File: config.mk
export PLATFORM = sky130hd
export DESIGN_NAME = gf2_digit_serial_mult
export DESIGN_NICKNAME = d
export VERILOG_FILES = /design/src/rtl/gf2_digit_serial_mult.sv
export SDC_FILE = /design/constraint.sdc
export NUM_CORES = 2
export LEC_CHECK = 0
export ABC_AREA = 1
export BUFFER_PORTS_ARGS = -buffer_cell sky130_fd_sc_hd__buf_2
export CAP_MARGIN = 40
export CORE_UTILIZATION = 30
export CTS_BUF_LIST = sky130_fd_sc_hd__clkbuf_8
export DETAILED_ROUTE_END_ITERATION = 10
export GPL_ROUTABILITY_DRIVEN = 0
export MAX_ROUTING_LAYER = met4
export PLACE_DENSITY = 0.46
export SETUP_SLACK_MARGIN = 0.4
export SYNTH_ARGS = -nofsm -noshare
export SYNTH_HDL_FRONTEND = slang
export SYNTH_SLANG_ARGS = --single-unit
File: constraint.sdc
create_clock -name clk -period 2.5 [get_ports clk]
set_input_delay 0.375 -clock clk [delete_from_list [all_inputs] [get_ports clk]]
set_output_delay 0.375 -clock clk [all_outputs]
set_load 0.005 [all_outputs]
File: src/rtl/gf2_digit_serial_mult.sv
// Digit-serial carry-less (GF(2)[x]) multiplier: consumes LANES digits of A per cycle,
// MSB-first, Horner-accumulating into an unreduced 2*WIDTH-bit product with optional MAC.
module gf2_digit_serial_mult #(
    parameter int WIDTH = 64,
    parameter int DIGIT = 8,
    parameter int LANES = 2
) (
    input  logic               clk,
    input  logic               rst_n,
    input  logic               in_valid,
    output logic               in_ready,
    input  logic [WIDTH-1:0]   in_a,
    input  logic [WIDTH-1:0]   in_b,
    input  logic               in_mac,
    output logic               busy,
    output logic               out_valid,
    input  logic               out_ready,
    output logic [2*WIDTH-1:0] result
);

    localparam int GRP   = DIGIT * LANES;
    localparam int NSTEP = WIDTH / GRP;
    localparam int CNT_W = (NSTEP > 1) ? $clog2(NSTEP) : 1;
    localparam int PPW   = WIDTH + DIGIT - 1;
    localparam int RW    = 2 * WIDTH;
    localparam logic [CNT_W-1:0] CNT_LAST = CNT_W'(NSTEP - 1);

    if (WIDTH % GRP != 0) begin : g_bad_width
        $error("gf2_digit_serial_mult: WIDTH must be a multiple of DIGIT*LANES");
    end
    if (DIGIT != 2 && DIGIT != 4 && DIGIT != 8) begin : g_bad_digit
        $error("gf2_digit_serial_mult: DIGIT must be 2, 4 or 8");
    end

    typedef enum logic [1:0] {
        ST_IDLE = 2'd0,
        ST_BUSY = 2'd1,
        ST_DONE = 2'd2
    } state_t;

    state_t             state_r, state_s;
    logic [CNT_W-1:0]   cnt_r, cnt_s;
    logic [WIDTH-1:0]   a_r, a_s;
    logic [WIDTH-1:0]   b_r, b_s;
    logic               mac_r, mac_s;
    logic [RW-1:0]      acc_r, acc_s;
    logic [RW-1:0]      result_r, result_s;
    logic               out_valid_r, out_valid_s;
    logic               busy_r, busy_s;
    logic               in_ready_r, in_ready_s;
    logic [GRP-1:0]     grp_s;
    logic [RW-1:0]      step_acc_s;

    // Carry-less product of one digit with the full B operand.
    function automatic logic [PPW-1:0] clmul_digit(input logic [DIGIT-1:0] d,
                                                   input logic [WIDTH-1:0] b);
        logic [PPW-1:0] p;
        p = {PPW{1'b0}};
        for (int i = 0; i < DIGIT; i++) begin
            p = p ^ (({{(DIGIT-1){1'b0}}, b} << i) & {PPW{d[i]}});
        end
        return p;
    endfunction

    // One Horner step: shift the accumulator by a digit group and fold in all lane products.
    always_comb begin
        grp_s      = a_r[WIDTH-1 -: GRP];
        step_acc_s = acc_r << GRP;
        for (int l = 0; l < LANES; l++) begin
            step_acc_s = step_acc_s ^
                (RW'(clmul_digit(grp_s[GRP-1-l*DIGIT -: DIGIT], b_r)) << (DIGIT * (LANES - 1 - l)));
        end
    end

    // Next-state and next-output logic; A is consumed by shifting the processed group out the top.
    always_comb begin
        state_s     = state_r;
        cnt_s       = cnt_r;
        a_s         = a_r;
        b_s         = b_r;
        mac_s       = mac_r;
        acc_s       = acc_r;
        result_s    = result_r;
        out_valid_s = out_valid_r;
        busy_s      = busy_r;
        in_ready_s  = in_ready_r;
        case (state_r)
            ST_IDLE: begin
                if (in_valid && in_ready_r) begin
                    a_s        = in_a;
                    b_s        = in_b;
                    mac_s      = in_mac;
                    acc_s      = {RW{1'b0}};
                    cnt_s      = {CNT_W{1'b0}};
                    state_s    = ST_BUSY;
                    in_ready_s = 1'b0;
                    busy_s     = 1'b1;
                end else begin
                    in_ready_s = 1'b1;
                end
            end
            ST_BUSY: begin
                acc_s = step_acc_s;
                a_s   = a_r << GRP;
                cnt_s = cnt_r + CNT_W'(1'b1);
                if (cnt_r == CNT_LAST) begin
                    result_s    = step_acc_s ^ (mac_r ? result_r : {RW{1'b0}});
                    out_valid_s = 1'b1;
                    busy_s      = 1'b0;
                    state_s     = ST_DONE;
                end else begin
                    state_s = ST_BUSY;
                end
            end
            ST_DONE: begin
                if (out_ready) begin
                    out_valid_s = 1'b0;
                    in_ready_s  = 1'b1;
                    state_s     = ST_IDLE;
                end else begin
                    state_s = ST_DONE;
                end
            end
            default: begin
                state_s     = ST_IDLE;
                out_valid_s = 1'b0;
                busy_s      = 1'b0;
                in_ready_s  = 1'b0;
            end
        endcase
    end

    // State and datapath registers with synchronous active-low reset.
    always_ff @(posedge clk) begin
        if (!rst_n) begin
            state_r     <= ST_IDLE;
            cnt_r       <= {CNT_W{1'b0}};
            a_r         <= {WIDTH{1'b0}};
            b_r         <= {WIDTH{1'b0}};
            mac_r       <= 1'b0;
            acc_r       <= {RW{1'b0}};
            result_r    <= {RW{1'b0}};
            out_valid_r <= 1'b0;
            busy_r      <= 1'b0;
            in_ready_r  <= 1'b0;
        end else begin
            state_r     <= state_s;
            cnt_r       <= cnt_s;
            a_r         <= a_s;
            b_r         <= b_s;
            mac_r       <= mac_s;
            acc_r       <= acc_s;
            result_r    <= result_s;
            out_valid_r <= out_valid_s;
            busy_r      <= busy_s;
            in_ready_r  <= in_ready_s;
        end
    end

    assign in_ready  = in_ready_r;
    assign busy      = busy_r;
    assign out_valid = out_valid_r;
    assign result    = result_r;

endmodule

### Word-level counts from Yosys, hierarchy flattened

Cells that the tools add are included.

| word-level totals | value |
|---|---|
| bits in registers | 376 |
| input port bits | 133 |
| output and inout bits | 131 |
| word-level logic and storage cells | 82 |

| cells by class | value |
|---|---|
| add/subtract/negate cells | 1 |
| equality and inequality tests | 6 |
| mux-type cells | 20 |
| bitwise gates (word level) | 36 |
| reductions and logical operators | 9 |

Operator list:

| operator | count |
|---|---|
| $xor 71x71->71 | 14 |
| $pmux 112 s2 | 1 |
| $and 64x71->71 | 2 |
| $and 65x71->71 | 2 |
| $and 66x71->71 | 2 |
| $and 67x71->71 | 2 |
| $and 68x71->71 | 2 |
| $and 69x71->71 | 2 |
| $and 70x71->71 | 2 |
| $and 71x71->71 | 2 |
| $mux 128 | 1 |
| $pmux 64 s2 | 1 |
| $xor 128x128->128 | 1 |
| $xor 128x71->128 | 1 |
| $xor 128x79->128 | 1 |
| $mux 112 | 1 |
| $mux 64 | 1 |
| $pmux 1 s3 | 3 |
| $mux 2 | 4 |
| $reduce_and 2->1 | 4 |
| $mux 1 | 6 |
| $ne 2x2->1 const B | 3 |
| $pmux 2 s3 | 1 |
| $reduce_and 3->1 | 2 |
| other kinds (8) | 11 |

### Logic depth before layout (Yosys ltp)

| depth | value |
|---|---|
| depth in word-level cells | 11 |
| gate-level depth with buffers | 18 |
| depth with buffers taken out | 16 |

### Worst setup path before layout

OpenSTA, ideal clock, no wires.

| path | value |
|---|---|
| path type | register to register |
| start point | register a_r[49] |
| end point | register result_r[4] (netlist: result[4]) |
| setup time | 0.119 ns |
| data arrival time | 1.590 ns |
| slack | 0.791 ns |
| cell stages (with the launch flop) | 11 |
| buffers on the path | 3 |
| clock period less this slack | 1.709 ns |
| cell sequence | dfxtp_1 > buf_2 > buf_4 > buf_2 > nand2_1 > xnor2_1 > xnor2_1 > xor2_1 > nand2_1 > o21ai_0 > a21oi_1 |

| on the way | value |
|---|---|
| cells in the longest elaborated chain, start to end | 10 |

Ends and longest elaborated chain:

| item | line | text |
|---|---|---|
| start, declared | 43 | `logic [WIDTH-1:0] a_r, a_s;` |
| start signal, assigned | 138 | `a_r <= {WIDTH{1'b0}};` |
| start signal, assigned | 149 | `a_r <= a_s;` |
| $and 65x71->71 | 60 | `p = p ^ (({{(DIGIT-1){1'b0}}, b} << i) & {PPW{d[i]}});` |
| $xor 71x71->71 (7 in series) | 60 |  |
| $xor 128x71->128 | 70 | `step_acc_s = step_acc_s ^` |
| $xor 128x128->128 | 107 | `result_s = step_acc_s ^ (mac_r ? result_r : {RW{1'b0}});` |
| end signal, assigned | 142 | `result_r <= {RW{1'b0}};` |
| end signal, assigned | 153 | `result_r <= result_s;` |
| end, declared | 47 | `logic [RW-1:0] result_r, result_s;` |

No other way between the ends.
A chain may end at the register's enable or synchronous reset.

### Worst setup path in the final report

| path | value |
|---|---|
| start point | register a_r[57] |
| end point | register result_r[72] (netlist: result[72]) |

| on the way | value |
|---|---|
| cells in the longest elaborated chain, start to end | 11 |

Ends and longest elaborated chain:

| item | line |
|---|---|
| $and 65x71->71 | 60 |
| $xor 71x71->71 (7 in series) | 60 |
| $xor 128x79->128 | 70 |
| $xor 128x71->128 | 70 |
| $xor 128x128->128 | 107 |

No other way between the ends.

==> metrics.cfg <==
[yosys]
syn-cell-area_um2 = 34900
syn_avg_cell_area_um2 = 5.48
syn_inst = 6359
ys_seq_area_share_pct = 21.6
yosysWarningCount = 0
syn_nets = 6493
ys_types = 31
ys_ff_latch = 376

[power]
comb_power_share_pct = 37.8
p_leak_nw = 21.5
switchingPower_w = 0.00941
sw_frac_of_total_pct = 40.7
ir_drop_v = 0.000379
power_frac_seq_pct = 28.8
p_int_w = 0.0137
power_density_nw_per_um2 = 526
pwr-share-clk_pct = 33.4

[global_routing]
antenna_found_initial = 5
grt_pass1_vias = 35400
grt_usage_pct = 23.6
grt_max_degree = 98
grt_pass1_wl_um = 208000
gr-total-overflow = 0

[routing]
drt-wirelength-per-cell_um = 18.2
drt-total-wl_um = 151000
drt-initial-drc-count = 2587
drt-pass1-iter-count = 5
drc = 0
via_count = 39800
antenna_left = 0
via_per_inst = 4.80

[clock_tree]
insertion_delay_ns = 0.77
cts_root_buffer = clkbuf_8
cts_max_level = 3
cts_tree = built
cts_sinks = 376
cts_max_path_buffers = 3
numCtsBuffers = 81
clk_pin_slew_ns = 0.06

[critical_path]
cp.arrival_ns = 2.71
start_kind = flip-flop
cp-end-kind = flip-flop
worstSetupPathType = reg -> reg
worstPathMaxFanout = 6
cp.required_ns = 3.13

[timing]
post-route-min-period_ns = 2.08
relSlewSlack_pct = 57.5
fin_skew_ns = 0.0460
whs_ns = 0.201
final_hold_viol_count = 0
fin_crit_sh_pct = 83.3
finalSetupTns_ns = 0
tightestPinTransition_ns = 0.637
max_freq_ghz = 0.480
rsz0062_at_grt = true
finalMaxSlewViolations = 0
setup_viol = 0

[min_path]
hold_class = in -> reg

[placed_design]
dp_hpwl_um = 91000
port_buffers = 263
place_area_um2 = 38300

[die]
rows = 124
chipWidth_um = 343
core_um2 = 115000
die_h_um = 343
ioPinCount = 264
start_util_pct = 30.4
die_area_um2 = 118000

[layout]
finish.instance_area_um2 = 44000
final_nets = 6847
fillerInstances = 12600
final_common_cell = nand2_1
drive_gt1_share_pct = 12.4
final_cell_mix = nand2_1 (2936), inv_1 (611), nand3_1 (461)
area_growth_pct = 26.2

[run_status]
status = finished, final reports clean

[flow_run]
cap_violations = 0

-- per-layer routing --
layer	GRT usage (%)	vias up	part of all wire (%)	wire length, µm
met3	2.86	231	5.2	7850
met2	38.6	1076	45	68000
met1	30.5	18200	47	70200
met5	-	-	0	0
met4	6.32	0	3.2	4790
li1	-	20200	-	-
-- synth_stat cells --
master	number	area share, %
xor2_1	262	6.6
a22oi_1	2	0.043
nand4_1	51	0.92
a31oi_1	48	0.86
a21boi_0	2	0.043
o21ai_0	132	1.9
dfxtp_1	376	22
clkbuf_1	149	1.6
nor2_8	1	0.057
nand2_1	3008	32
nand2b_1	9	0.16
nor3b_1	4	0.086
nor3_1	43	0.62
a21oi_1	228	3.3
buf_6	2	0.065
buf_4	26	0.56
nor2_4	2	0.065
buf_2	199	2.9
xnor2_2	2	0.093
or2_2	4	0.072
and3_1	34	0.61
buf_1	27	0.29
nor2_1	316	3.4
xnor2_1	273	6.9
nand3_1	480	6.9
ha_1	1	0.036
nand3b_1	67	1.4
o21ai_1	10	0.14
inv_2	7	0.075
or2_0	1	0.018
inv_1	593	6.4
-- cell type report --
cell class	count	area [µm²]	share of cell area [%]
Inverter	600	2260	5.15
Multi-Input combinational cell	4980	23800	54.1
Clock buffer	99	1360	3.10
Tap cell	1512	1890	4.30
Timing Repair Buffer	674	6630	15.1
Sequential cell	376	7600	17.3
Clock inverter	44	429	0.976
Antenna cell	4	10.0	0.0228
-- sequential cells by signal, summed over array words and instances, names as in the netlist --
register and count:
acc_r 112, out_valid 1, mac_r 1, b_r 64, cnt_r 2, result 128, a_r 64, busy 1
in_ready 1, state_r 2
-- power by group through the flow --
stage	clock, W	combinational, W	sequential, W
6_report	0.00773	0.00876	0.00666
5_1_grt	0.00821	0.00941	0.00669
4_1_cts	0.00798	0.00737	0.00663
3_5_place_dp	0	0.00711	0.00674
3_3_place_gp	0	0.00704	0.00674
2_1_floorplan	0	0.00456	0.00652
-- per-stage QoR --
step	instances	total power, W	util, %	setup slack, ns
finish	8289	0.0231	38.3	0.417
global route	8289	0.0243	38.3	0.260
CTS	8182	0.0220	36.2	0.348
detailed placement	7904	0.0139	33.4	0.317
global placement	7904	0.0138	33.4	0.283
floorplan	6359	0.0111	-	0.791
-- kinds of logic after synthesis --
family	share of synthesized area (%)
compound gates	6.26
xor+xnor	13.5
fa+ha+maj	0.0359
buf+inv	11.8
flops	21.6
simple gates	46.7
-- repair_timing --
item	in CTS	in global routing
gates resized for setup	7	208
cloned	3	40
buffers inserted	0	62
hold buffers	132	1
hold endpoints to repair	145	6
pin swaps	0	56
setup endpoints to repair	17	155
-- worst max-delay path, stage by stage, from the launching register on --
cell and delay [ns]:
dfxtp_4 0.42, buf_12 0.16, buf_8 0.12, clkbuf_16 0.16, nand2_1 0.09, xnor2_2 0.17
xor2_2 0.19, or2_2 0.28, nand3_1 0.07, nand2_1 0.08, a21oi_1 0.14, nor2_1 0.06
-- worst paths after layout --
check	startpoint	to	slack, ns	cells past startpoint
setup reg to reg	a_r[57]$_SDFFE_PN0P_	result[72]$_SDFFE_PN0P_	0.42	11
setup / recovery	a_r[57]$_SDFFE_PN0P_	result[72]$_SDFFE_PN0P_	0.42	11
hold reg to reg	a_r[6]$_SDFFE_PN0P_	a_r[6]$_SDFFE_PN0P_	0.46	2
hold / removal	in_valid	in_ready$_SDFFE_PN0P_	0.20	6
No activity file was read; power rests on OpenSTA's default activity.
